**src/rtl/sdio_cmd_pkg.sv**
```systemverilog
// Shared constants, state encoding and received-frame layout for the SDIO CMD responder.
package sdio_cmd_pkg;

  localparam logic [1:0] RSP_NONE = 2'd0;
  localparam logic [1:0] RSP_R1   = 2'd1;
  localparam logic [1:0] RSP_R2   = 2'd2;
  localparam logic [1:0] RSP_R3   = 2'd3;

  localparam int unsigned CMD_LEN = 48;
  localparam int unsigned R2_LEN  = 136;

  typedef enum logic [2:0] {
    IDLE,
    RX,
    CHECK,
    WAIT_RSP,
    TX
  } state_t;

  // Host command as captured after the start bit (47 bits, MSB first).
  typedef struct packed {
    logic        trans;
    logic [5:0]  idx;
    logic [31:0] arg;
    logic [6:0]  crc;
    logic        end_bit;
  } rx_frame_t;

endpackage

```
**src/rtl/sdio_crc7.sv**
```systemverilog
// Serial CRC7 (x^7 + x^3 + 1, init 0), one bit per enabled clk.
module sdio_crc7 (
  input  logic       clk,
  input  logic       reset,
  input  logic       i_clr,
  input  logic       i_en,
  input  logic       i_bit,
  output logic [6:0] o_crc
);

  logic [6:0] r_crc;
  logic       w_fb;

  assign w_fb  = i_bit ^ r_crc[6];
  assign o_crc = r_crc;

  always_ff @(posedge clk) begin
    if (!reset || i_clr) begin
      r_crc <= 7'd0;
    end else if (i_en) begin
      r_crc <= {r_crc[5:0], 1'b0} ^ (w_fb ? 7'h09 : 7'h00);
    end
  end

endmodule

```
**src/rtl/sdio_cmd_responder.sv**
```systemverilog
// Card-side SDIO CMD engine: receives 48-bit host commands, hands {idx,arg} to the
// card logic and serialises its R1/R2/R3 response after the NCR gap.
module sdio_cmd_responder
  import sdio_cmd_pkg::*;
#(
  parameter int unsigned NCR       = 2,
  parameter int unsigned LGTIMEOUT = 6
) (
  input  logic         clk,
  input  logic         reset,
  input  logic         i_sd_ck,
  input  logic         i_cmd,
  output logic         o_cmd,
  output logic         o_cmd_oe,
  output logic         o_cmd_valid,
  output logic [5:0]   o_cmd_idx,
  output logic [31:0]  o_cmd_arg,
  output logic [1:0]   o_cmd_err,
  input  logic         i_rsp_valid,
  output logic         o_rsp_ready,
  input  logic [1:0]   i_rsp_type,
  input  logic [5:0]   i_rsp_idx,
  input  logic [126:0] i_rsp_data,
  output logic         o_busy,
  output logic         o_rsp_timeout
);

  localparam int unsigned GAP_W = LGTIMEOUT + 1;
  localparam int unsigned TMO   = 1 << LGTIMEOUT;
  localparam logic [7:0]  LEN48 = 8'(CMD_LEN);
  localparam logic [7:0]  LEN136 = 8'(R2_LEN);

  logic r_ck_meta, r_ck_q1, r_ck_q2;
  logic r_cmd_meta, r_cmd_q;
  logic w_rise, w_fall;

  state_t             r_state;
  rx_frame_t          r_rx_sr;
  logic [5:0]         r_bitcnt;
  logic [GAP_W-1:0]   r_gapcnt;
  logic               r_accepted;
  logic [135:0]       r_tx_sr;
  logic [7:0]         r_tx_len;
  logic [7:0]         r_txcnt;
  logic               r_tx_crc_ins;

  logic        r_cmd, r_cmd_oe, r_cmd_valid, r_rsp_ready, r_busy, r_rsp_timeout;
  logic [5:0]  r_cmd_idx;
  logic [31:0] r_cmd_arg;
  logic [1:0]  r_cmd_err;

  logic [6:0] w_rx_crc, w_tx_crc;
  logic       w_rx_crc_en, w_tx_crc_en, w_tx_crc_clr, w_rx_crc_clr;
  logic [1:0] w_rx_err;

  // Two-flop synchronisers plus one history flop for edge detection.
  always_ff @(posedge clk) begin
    if (!reset) begin
      r_ck_meta  <= 1'b0;
      r_ck_q1    <= 1'b0;
      r_ck_q2    <= 1'b0;
      r_cmd_meta <= 1'b1;
      r_cmd_q    <= 1'b1;
    end else begin
      r_ck_meta  <= i_sd_ck;
      r_ck_q1    <= r_ck_meta;
      r_ck_q2    <= r_ck_q1;
      r_cmd_meta <= i_cmd;
      r_cmd_q    <= r_cmd_meta;
    end
  end

  assign w_rise = r_ck_q1 & ~r_ck_q2;
  assign w_fall = ~r_ck_q1 & r_ck_q2;

  // RX CRC covers the start bit through the argument; the start bit is 0 so it is implicit.
  assign w_rx_crc_clr = (r_state == IDLE);
  assign w_rx_crc_en  = (r_state == RX) && w_rise && (r_bitcnt < 6'd40);
  assign w_tx_crc_clr = (r_state != TX);
  assign w_tx_crc_en  = (r_state == TX) && w_fall && (r_txcnt < 8'd40);
  assign w_rx_err     = {~r_rx_sr.end_bit, (w_rx_crc != r_rx_sr.crc)};

  sdio_crc7 u_rx_crc (
    .clk   (clk),
    .reset (reset),
    .i_clr (w_rx_crc_clr),
    .i_en  (w_rx_crc_en),
    .i_bit (r_cmd_q),
    .o_crc (w_rx_crc)
  );

  sdio_crc7 u_tx_crc (
    .clk   (clk),
    .reset (reset),
    .i_clr (w_tx_crc_clr),
    .i_en  (w_tx_crc_en),
    .i_bit (r_tx_sr[135]),
    .o_crc (w_tx_crc)
  );

  always_ff @(posedge clk) begin
    if (!reset) begin
      r_state       <= IDLE;
      r_rx_sr       <= '0;
      r_bitcnt      <= 6'd0;
      r_gapcnt      <= '0;
      r_accepted    <= 1'b0;
      r_tx_sr       <= '1;
      r_tx_len      <= LEN48;
      r_txcnt       <= 8'd0;
      r_tx_crc_ins  <= 1'b0;
      r_cmd         <= 1'b1;
      r_cmd_oe      <= 1'b0;
      r_cmd_valid   <= 1'b0;
      r_cmd_idx     <= 6'd0;
      r_cmd_arg     <= 32'd0;
      r_cmd_err     <= 2'b00;
      r_rsp_ready   <= 1'b0;
      r_busy        <= 1'b0;
      r_rsp_timeout <= 1'b0;
    end else begin
      r_cmd_valid   <= 1'b0;
      r_rsp_timeout <= 1'b0;
      case (r_state)
        IDLE: begin
          if (w_rise && !r_cmd_q) begin
            r_state  <= RX;
            r_bitcnt <= 6'd1;
            r_busy   <= 1'b1;
          end
        end
        RX: begin
          if (w_rise) begin
            r_rx_sr  <= {r_rx_sr[45:0], r_cmd_q};
            r_bitcnt <= 6'(r_bitcnt + 6'd1);
            if (r_bitcnt == 6'd47) r_state <= CHECK;
          end
        end
        CHECK: begin
          // A cleared transmission bit means another card's response is on the line.
          if (!r_rx_sr.trans) begin
            r_state <= IDLE;
            r_busy  <= 1'b0;
          end else begin
            r_cmd_valid <= 1'b1;
            r_cmd_idx   <= r_rx_sr.idx;
            r_cmd_arg   <= r_rx_sr.arg;
            r_cmd_err   <= w_rx_err;
            if (w_rx_err != 2'b00) begin
              r_state <= IDLE;
              r_busy  <= 1'b0;
            end else begin
              r_state     <= WAIT_RSP;
              r_rsp_ready <= 1'b1;
              r_gapcnt    <= '0;
              r_accepted  <= 1'b0;
            end
          end
        end
        WAIT_RSP: begin
          if (r_rsp_ready && i_rsp_valid) begin
            r_rsp_ready <= 1'b0;
            if (i_rsp_type == RSP_NONE) begin
              r_state <= IDLE;
              r_busy  <= 1'b0;
            end else begin
              r_accepted <= 1'b1;
              case (i_rsp_type)
                RSP_R1: begin
                  r_tx_sr      <= {2'b00, i_rsp_idx, i_rsp_data[31:0], {96{1'b1}}};
                  r_tx_len     <= LEN48;
                  r_tx_crc_ins <= 1'b1;
                end
                RSP_R3: begin
                  r_tx_sr      <= {2'b00, 6'h3F, i_rsp_data[31:0], {96{1'b1}}};
                  r_tx_len     <= LEN48;
                  r_tx_crc_ins <= 1'b0;
                end
                default: begin
                  r_tx_sr      <= {2'b00, 6'h3F, i_rsp_data, 1'b1};
                  r_tx_len     <= LEN136;
                  r_tx_crc_ins <= 1'b0;
                end
              endcase
            end
          end else if (!r_accepted && (r_gapcnt == GAP_W'(TMO))) begin
            r_rsp_timeout <= 1'b1;
            r_state       <= IDLE;
            r_busy        <= 1'b0;
          end
          // Ready drops on the final rise so a late valid can never race the timeout.
          if (w_rise && (r_gapcnt != GAP_W'(TMO))) begin
            r_gapcnt <= GAP_W'(r_gapcnt + GAP_W'(1));
            if (!r_accepted && (r_gapcnt == GAP_W'(TMO - 1))) r_rsp_ready <= 1'b0;
          end
          if (r_accepted && (r_gapcnt >= GAP_W'(NCR))) begin
            r_state <= TX;
            r_txcnt <= 8'd0;
          end
        end
        TX: begin
          if (w_fall) begin
            if (r_txcnt == r_tx_len) begin
              r_cmd_oe <= 1'b0;
              r_cmd    <= 1'b1;
              r_state  <= IDLE;
              r_busy   <= 1'b0;
            end else begin
              r_cmd_oe <= 1'b1;
              r_txcnt  <= 8'(r_txcnt + 8'd1);
              if (r_tx_crc_ins && (r_txcnt == 8'd40)) begin
                r_cmd   <= w_tx_crc[6];
                r_tx_sr <= {w_tx_crc[5:0], {130{1'b1}}};
              end else begin
                r_cmd   <= r_tx_sr[135];
                r_tx_sr <= {r_tx_sr[134:0], 1'b1};
              end
            end
          end
        end
        default: begin
          r_state <= IDLE;
          r_busy  <= 1'b0;
        end
      endcase
    end
  end

  assign o_cmd         = r_cmd;
  assign o_cmd_oe      = r_cmd_oe;
  assign o_cmd_valid   = r_cmd_valid;
  assign o_cmd_idx     = r_cmd_idx;
  assign o_cmd_arg     = r_cmd_arg;
  assign o_cmd_err     = r_cmd_err;
  assign o_rsp_ready   = r_rsp_ready;
  assign o_busy        = r_busy;
  assign o_rsp_timeout = r_rsp_timeout;

endmodule

```
**config.mk**
```make
export PLATFORM = sky130hd
export DESIGN_NAME = sdio_cmd_responder
export DESIGN_NICKNAME = d
export VERILOG_FILES = /design/src/rtl/sdio_cmd_pkg.sv /design/src/rtl/sdio_crc7.sv /design/src/rtl/sdio_cmd_responder.sv
export SDC_FILE = /design/constraint.sdc
export NUM_CORES = 1
export LEC_CHECK = 0
export CAP_MARGIN = 40
export CORE_UTILIZATION = 51
export DETAILED_ROUTE_END_ITERATION = 8
export HOLD_SLACK_MARGIN = 0.02
export PLACE_DENSITY = 0.86
export SLEW_MARGIN = 20
export SYNTH_ARGS = -nofsm -noshare
export SYNTH_HDL_FRONTEND = slang
export SYNTH_SLANG_ARGS = --single-unit
```
**constraint.sdc**
```tcl
create_clock -name clk -period 3.3 [get_ports clk]
set_input_delay 0.66 -clock clk [delete_from_list [all_inputs] [get_ports clk]]
set_output_delay 0.66 -clock clk [all_outputs]
set_load 0.05 [all_outputs]
```
# Yosys cells after proc, flatten, opt, wreduce, memory -nomap -nowiden
# Index checks and enable logic that the tools add are counted.
[word_totals]
regBits = 282
output_inout_bits = 46
word_cells = 175
in_bits = 140
[classes]
n_addsub = 3
n_bitwise = 13
muxes = 59
n_lt_le_gt_ge = 3
eq_ne = 31
n_reduce_logical = 37
[ops]
columns = ["cell", "n"]
rows = [
  ["$mux W136", 5],
  ["$pmux W136 S2", 1],
  ["$pmux W134 S2", 1],
  ["$mux W8", 4],
  ["$mux W3", 9],
  ["$mux W1", 23],
  ["$mux W7", 3],
  ["$ne A2 B2 Y1 const B", 10],
  ["$pmux W8 S2", 1],
  ["$pmux W3 S5", 1],
  ["$pmux W7 S2", 1],
  ["$reduce_and A7 Y1", 2],
  ["$xor A7 B7 Y7", 2],
  ["$mux W6", 2],
  ["$ne A3 B3 Y1 const B", 4],
  ["$pmux W6 S2", 1],
  ["$logic_and A1 B1 Y1", 11],
  ["$reduce_and A5 Y1", 2],
  ["$reduce_and A3 Y1", 3],
  ["$add A8 B1 Y8 const B", 1],
  ["$eq A8 B6 Y1 const B", 1],
  ["$eq A8 B8 Y1", 1],
  ["$lt A8 B6 Y1 const B", 1],
  ["$mux W4", 2],
  ["other kinds (31)", 54],
]

# Logic depth before layout (Yosys ltp)
# Gate-level depths: netlist of run 1.
[logic_depth]
ltp_word = 6
mapped_depth = 9
mapped_depth_nobuf = 7

# Hierarchy
# From an unflattened synthesis of run 1, not the netlist that was laid out.
[unflattened]
hier_cells = 1331
hier_area_um2 = 11832.6
[by_module_without_submodules]
columns = ["module", "n_inst", "seq_area_each_um2", "area_per_inst_um2", "cells_each"]
rows = [
  ["sdio_cmd_responder", 1, 5225.0, 11237.0, 1275],
  ["sdio_crc7", 2, 140.1, 297.8, 28],
]

# Worst setup path after synthesis of run 1
# No wires, ideal clock.
[synth_path]
path_kind = "input to register"
from = "in i_rsp_type[0]"
to = "reg r_tx_sr[100]"
path_stages = 8
required_ns = 3.159
setup_time_ns = 0.141
n_path_buf = 3
t_arrival_ns = 2.005
path_slack_ns = 1.154
cell_sequence = "clkbuf_1 nor2_1 nor3_4 o211ai_4 buf_6 clkbuf_1 nand2_1 o211ai_1"
[synth_via]
elab_chain_len = 5
word_cells_on_any_way = 9
classes_between = "eq/ne (3); mux (4); reduce/logical (2)"
[synth_lines]
columns = ["element", "line", "source"]
rows = [
  ["start: declaration", "sdio_cmd_responder.sv:21", "input logic [1:0] i_rsp_type,"],
  ["$eq A2 B2 Y1 / $eq A2 B1 Y1 (equally long branches)", "sdio_cmd_responder.sv:168", "case (i_rsp_type)"],
  ["$pmux W134 S2", "sdio_cmd_responder.sv:168", ""],
  ["$mux W136", "sdio_cmd_responder.sv:163", "if (i_rsp_type == RSP_NONE) begin"],
  ["$mux W136", "sdio_cmd_responder.sv:161", "if (r_rsp_ready && i_rsp_valid) begin"],
  ["$pmux W136 S2", "sdio_cmd_responder.sv:124", "case (r_state)"],
  ["end signal: assignment", "sdio_cmd_responder.sv:170", "r_tx_sr <= {2'b00, i_rsp_idx, i_rsp_data[31:0], {96{1'b1}}};"],
  ["end signal: assignment", "sdio_cmd_responder.sv:175", "r_tx_sr <= {2'b00, 6'h3F, i_rsp_data[31:0], {96{1'b1}}};"],
  ["end signal: assignment", "sdio_cmd_responder.sv:180", "r_tx_sr <= {2'b00, 6'h3F, i_rsp_data, 1'b1};"],
  ["end: declaration", "sdio_cmd_responder.sv:42", "logic [135:0] r_tx_sr;"],
]
# Parallel ways exist; a longest one is shown, timed or not. The select of a mux whose other input is x is not followed.
# A chain may end at the register's enable or synchronous reset.

# Final worst setup path of run 1
[layout_path]
from = "reg r_state[1]"
to = "reg r_tx_sr[3]"
[layout_via]
elab_chain_len = 3
word_cells_on_any_way = 9
classes_between = "eq/ne (6); mux (1); reduce/logical (2)"
[layout_lines]
columns = ["element", "line", "source"]
rows = [
  ["start: declaration", "sdio_cmd_responder.sv:37", "state_t r_state;"],
  ["start signal: assignment", "sdio_cmd_responder.sv:103", "r_state <= IDLE;"],
  ["start signal: assignment", "sdio_cmd_responder.sv:127", "r_state <= RX;"],
  ["start signal: assignment", "sdio_cmd_responder.sv:136", "if (r_bitcnt == 6'd47) r_state <= CHECK;"],
  ["$eq A3 B3 Y1 / $eq A3 B2 Y1 (equally long branches)", "sdio_cmd_responder.sv:124", ""],
  ["$ne A2 B2 Y1 (no line) / $reduce_bool A2 Y1 (equally long branches)", "-", ""],
  ["$reduce_and A5 Y1 (no line)", "-", ""],
]
# Parallel ways exist; a longest one is shown, timed or not.

==> flow_metrics.tcl, run 1 <==
set metrics [dict create \
    slew_violations 0 \
    period_minus_slack_ns 2.57 \
    hold_depth 1 \
    cts_hold_buf 0 \
    worstSetupPathType "reg2reg" \
    cellPowerDensity_nw_per_um2 484 \
    timing.rr.start "r_state[1]" \
    grt_max_degree 154 \
    path_depth 6 \
    critical-path-max-stage-delay_ns 0.62 \
    hp-class "reg2reg" \
    vias 10200 \
    status "finished with violations" \
    drc_errors 12 \
    wl_per_cell_microns 15.8 \
    postRouteAntennaNets 0 \
    via_per_inst 5.82 \
    crit_path_top_delay_cell "or3b_1" \
    clockRootBuffer "clkbuf_16" \
    vdd.ir_drop.worst_uv 378 \
    ys_top_cells_by_area "dfxtp_1 48%, nand2_1 11%, o211ai_1 8.4%" \
    dominantRegCellSynth "dfxtp_1" \
    wl_met3_microns 2090 \
    drt_iter0_markers 796 \
    core-area_sq_um 22000 \
    crit_path_max_fanout 69 \
    clkSinkCount 275 \
    ys_seq_area_share_pct 48.0 \
    io_pins 186 \
    cts.clk_slew.worst_paths_ns 0.06 \
    min_period_over_period_pct 77.8 \
    worst_pin_slew_ns 0.736 \
    path_buf_inv 2 \
    cts_tree "yes" \
    drive_gt1_share_pct 8.23 \
    r2r_setup_slack_ns 0.73 \
    synth-edff-count 0 \
    fillers 1693 \
    wirelength_microns 27700 \
    avgSynthCellArea_sq_um 8.63 \
    nNetsFinal 1597 \
    min_from "r_cmd_meta" \
    dieWidth_microns 152 \
    fin_skew_ns 0.0101 \
    dieHeight_microns 152 \
    cp-start-kind "register" \
    wl_met2_microns 13400 \
    yosys-top-cells-count "329 x nand2_1, 275 x dfxtp_1, 132 x o22ai_1, 129 x o211ai_1, 103 x a21oi_1" \
    dieArea_sq_um 23100 \
    port_buffers 185 \
    cts_max_path_buffers 3 \
    violations "DRC" \
    firstDrtPassIters 7 \
    whs_endpoint "r_cmd_q" \
    syn2layout_area_growth_pct 24.8 \
    grt_pass1_vias 9780 \
    hold_viol_final 0 \
    maxCapViolCount 0 \
    critPathRequiredTime_ns 3.66 \
    synth.net_count 1475 \
    post-cts-setup-buffers 0 \
    ys_seq_elements 275 \
    finalHoldWorstSlack_ns 0.414 \
    initial_core_util_pct 52.2 \
    multi_input_area_sq_um 5390 \
    m1WireLength_microns 11500 \
    synth_top_area_cell "dfxtp_1" \
    cts_made_buffers 30 \
    clock.fmax_ghz 0.389 \
    clk_latency_ns 0.54 \
    dp_hpwl_microns 17900 \
    synth.top_cell.area_share_pct 48.0 \
    slew_headroom_pct 50.6 \
    ys_async_sr_fraction_pct 0 \
    ys_types 63 \
    cts.htree.levels 1 \
    ys_warn_count 0 \
    fin_setup_tns_ns 0 \
    r2r_end "r_tx_sr[3]" \
    fin_cells 1752 \
    grt-ovfl-total 0 \
    syn_area_sq_um 11500 \
    synth.most_common_cell "nand2_1" \
    track_usage_pct 23.8 \
    dr.max_layer_used "met4" \
    rows 54 \
    setup_violations 0 \
    crit_family "buffers and inverters" \
    cp-end-kind "register" \
    ctsResizeCount 0 \
    critPathArrivalTime_ns 2.93 \
    rsz0062_at_grt "no" \
    crit_chain "or3b_1, o31ai_2, o211ai_4, buf_12, buf_4, o211ai_1" \
    power.leakage_nw 5.55 \
    ff_latch_area_sq_um 5510 \
    r2r_cells 6 \
    netlist_instances 1329 \
    dp_cells 1698 \
    grt_pass1_wl_microns 46800 \
    antenna_found_initial 1 \
    place.gp.congestion 0.821 \
]
where the power goes:
part | internal, mW | switching [mW] | total, mW | leakage (nW)
Sequential | 3.32 | 0.00293 | 3.33 | 2.22
Combinational | 0.224 | 0.161 | 0.386 | 2.86
Clock | 1.92 | 1.30 | 3.21 | 0.467
cell families after synthesis:
group	share of synthesized area (%)
flip-flops	48.0
AO/OA/AOI/OAI	22.6
multiplexers	4.76
XOR/XNOR	1.76
AND/OR/NAND/NOR	17.0
adder cells (fa/ha/maj)	0.655
buffers and inverters	5.27
cell usage in the layout, fill, tap and decap left out, types with 7 or more instances in the layout:
| cell | synthesis | final |
|---|---|---|
| nor3_1 | 11 | 11 |
| inv_1 | 9 | 8 |
| a21oi_1 | 103 | 103 |
| nand4_1 | 7 | 7 |
| buf_12 | 0 | 7 |
| clkdlybuf4s50_1 | 0 | 183 |
| mux2i_1 | 14 | 14 |
| nor2_1 | 42 | 41 |
| nand3_1 | 18 | 18 |
| xor2_1 | 9 | 9 |
| o22ai_1 | 132 | 132 |
| dfxtp_1 | 275 | 275 |
| mux2_2 | 36 | 36 |
| buf_4 | 6 | 13 |
| clkbuf_16 | 0 | 31 |
| clkbuf_1 | 65 | 7 |
| o21ai_0 | 7 | 7 |
| xnor2_1 | 14 | 14 |
| nand2b_1 | 10 | 8 |
| nand2_1 | 329 | 329 |
| o211ai_1 | 129 | 129 |
how the worst max path moves through the flow:
stage,start,endpoint
after floorplan,i_rsp_type[0],r_tx_sr[100]
after global placement,i_rsp_type[1],r_tx_sr[89]
after detailed placement,i_rsp_type[1],r_tx_sr[87]
after CTS,r_state[1],r_tx_sr[3]
after global routing,r_state[2],r_tx_sr[87]
final,r_state[1],r_tx_sr[3]
area by class of cell:
cell class / count / share of cell area (%)
clock buffer: 40 / 5.80
tap: 280 / 2.45
timing repair buffer: 205 / 14.5
multi-input combinational: 930 / 37.6
antenna: 1 / 0.0175
inverter: 9 / 0.236
clock inverter: 12 / 0.874
sequential: 275 / 38.5
sequential cells by signal, summed over array words and instances (netlist names), 2 cells and up:
signal,count
r_bitcnt,6
o_cmd_idx,6
u_tx_crc.o_crc,7
r_tx_sr,135
r_gapcnt,7
o_cmd_arg,32
o_cmd_err,2
r_state,3
u_rx_crc.o_crc,7
r_tx_len,2
r_txcnt,8
r_rx_sr,47
layer usage:
metal	global-route usage, %	up-vias
met4	9.33	0
met1	29.5	4773
met3	4.99	56
met2	40.6	366
li1	-	5002
met5	0	-
stage by stage:
stage | utilization, % | setup slack (ns) | power [mW] | area (sq um)
final | 65.2 | 0.731 | 6.93 | 14300
after floorplan | - | 1.15 | 3.57 | 11500
after global placement | 60.8 | 0.664 | 3.78 | 13400
after global routing | 65.2 | 0.601 | 7.16 | 14300
after CTS | 65.2 | 0.754 | 6.98 | 14300
after detailed placement | 60.8 | 0.607 | 3.78 | 13400
(Power assumes the default switching activity.)
==> run 2, diff against run 1 <==
clock period = 2.65 ns   (was 3.3 ns; I/O delays follow)
==> flow_metrics.tcl, run 2 (synthesis results as in run 1) <==
set metrics [dict create \
    core-area_sq_um 22000 \
    vdd.ir_drop.worst_uv 606 \
    rsz0062_at_grt "no" \
    nNetsFinal 1604 \
    worstSetupPathType "reg2reg" \
    setup_violations 0 \
    min_period_over_period_pct 90.1 \
    grt_max_degree 154 \
    path_buf_inv 1 \
    clock.fmax_ghz 0.419 \
    grt_pass1_vias 9814 \
    port_buffers 185 \
    cts_made_buffers 29 \
    stdcell_area_sq_um 14500 \
    status "finished with violations" \
    grt_pass1_wl_microns 47300 \
    clockRootBuffer "clkbuf_16" \
    slew_violations 0 \
    antenna_found_initial 1 \
    crit_chain "or3b_1, o31ai_2, o211ai_4, buf_12, o211ai_1" \
    cp-start-kind "register" \
    crit_path_top_delay_cell "or3b_1" \
    firstDrtPassIters 7 \
    fin_setup_tns_ns 0 \
    dieHeight_microns 152 \
    rows 54 \
    grt-ovfl-total 0 \
    critPathArrivalTime_ns 2.76 \
    initial_core_util_pct 52.2 \
    clkSinkCount 275 \
    track_usage_pct 24.1 \
    dieWidth_microns 152 \
    vias 10300 \
    critical-path-max-stage-delay_ns 0.63 \
    power.leakage_nw 5.63 \
    cts_max_path_buffers 3 \
    power_mw 8.70 \
    final_cell_mix "329 x nand2_1, 275 x dfxtp_1, 183 x clkdlybuf4s50_1, 132 x o22ai_1, 129 x o211ai_1" \
    drive_gt1_share_pct 8.92 \
    hp-class "reg2reg" \
    path_depth 5 \
    worst_pin_slew_ns 0.763 \
    cp-end-kind "register" \
    multi_input_area_sq_um 5390 \
    io_pins 186 \
    dp_cells 1706 \
    largest_reg_flops 135 \
    ff_latch_area_sq_um 5510 \
    drc_errors 12 \
    via_per_inst 5.82 \
    slew_headroom_pct 48.7 \
    dieArea_sq_um 23100 \
    cts.clk_slew.worst_paths_ns 0.06 \
    dp_hpwl_microns 18100 \
    final_common_cell "nand2_1" \
    fin_cells 1761 \
    syn2layout_area_growth_pct 26.0 \
    ctsResizeCount 0 \
    crit_path_max_fanout 126 \
    largest_register "r_tx_sr" \
    place.gp.congestion 0.827 \
    critPathRequiredTime_ns 3.03 \
    hold_viol_final 0 \
    r2r_cells 5 \
    wirelength_microns 28200 \
    clk_latency_ns 0.54 \
    cts.htree.levels 1 \
    hold_depth 1 \
    period_minus_slack_ns 2.39 \
    cellPowerDensity_nw_per_um2 602 \
    cts_hold_buf 0 \
    placed_cell_area_sq_um 13500 \
    post-cts-setup-buffers 0 \
    fillers 1658 \
    crit_family "simple AND/OR/NAND/NOR gates" \
    fin_skew_ns 0.0168 \
    violations "DRC" \
    maxCapViolCount 0 \
    cts_tree "yes" \
    drt_iter0_markers 795 \
    wl_per_cell_microns 16.0 \
    postRouteAntennaNets 0 \
]
[run 2: power by group]
group / internal, mW / total, mW / switching (mW)
clock network: 2.39 / 4.06 / 1.67
registers: 4.14 / 4.14 / 0.00349
logic: 0.287 / 0.497 / 0.210
[run 2: cell type report]
cell class	instances	area share [%]
multi-input combinational	930	37.3
clock inverter	13	0.996
timing repair buffer	213	15.2
sequential	275	38.1
inverter	9	0.234
antenna	1	0.0173
clock buffer	40	5.72
tap	280	2.42
[run 2: final timing paths]
kind | endpoint | from | slack [ns]
min reg2reg | r_cmd_q | r_cmd_meta | 0.42
max | r_tx_sr[50] | r_state[1] | 0.26
max reg2reg | r_tx_sr[50] | r_state[1] | 0.26
min | r_cmd_q | r_cmd_meta | 0.42
[run 2: worst register-to-register path: stages, from the launching register on]
cell,delay (ns)
dfxtp_1,0.58
or3b_1,0.63
o31ai_2,0.20
o211ai_4,0.17
buf_12,0.41
o211ai_1,0.25
[run 2: stage by stage]
stage / hold WS, ns / setup WS, ns / utilization, %
after floorplan: 0.386 / 0.634 / -
after global placement: 0.399 / 0.323 / 61.4
after detailed placement: 0.408 / 0.219 / 61.4
after CTS: 0.421 / 0.322 / 65.8
after global routing: 0.439 / 0.146 / 65.8
final: 0.416 / 0.262 / 65.8
[run 2: per-layer routing]
metal	track usage, %	part of all wire [%]
met1	30.3	42
met2	41.3	49
met3	4.22	6.1
met4	8.89	2.8
met5	0	0
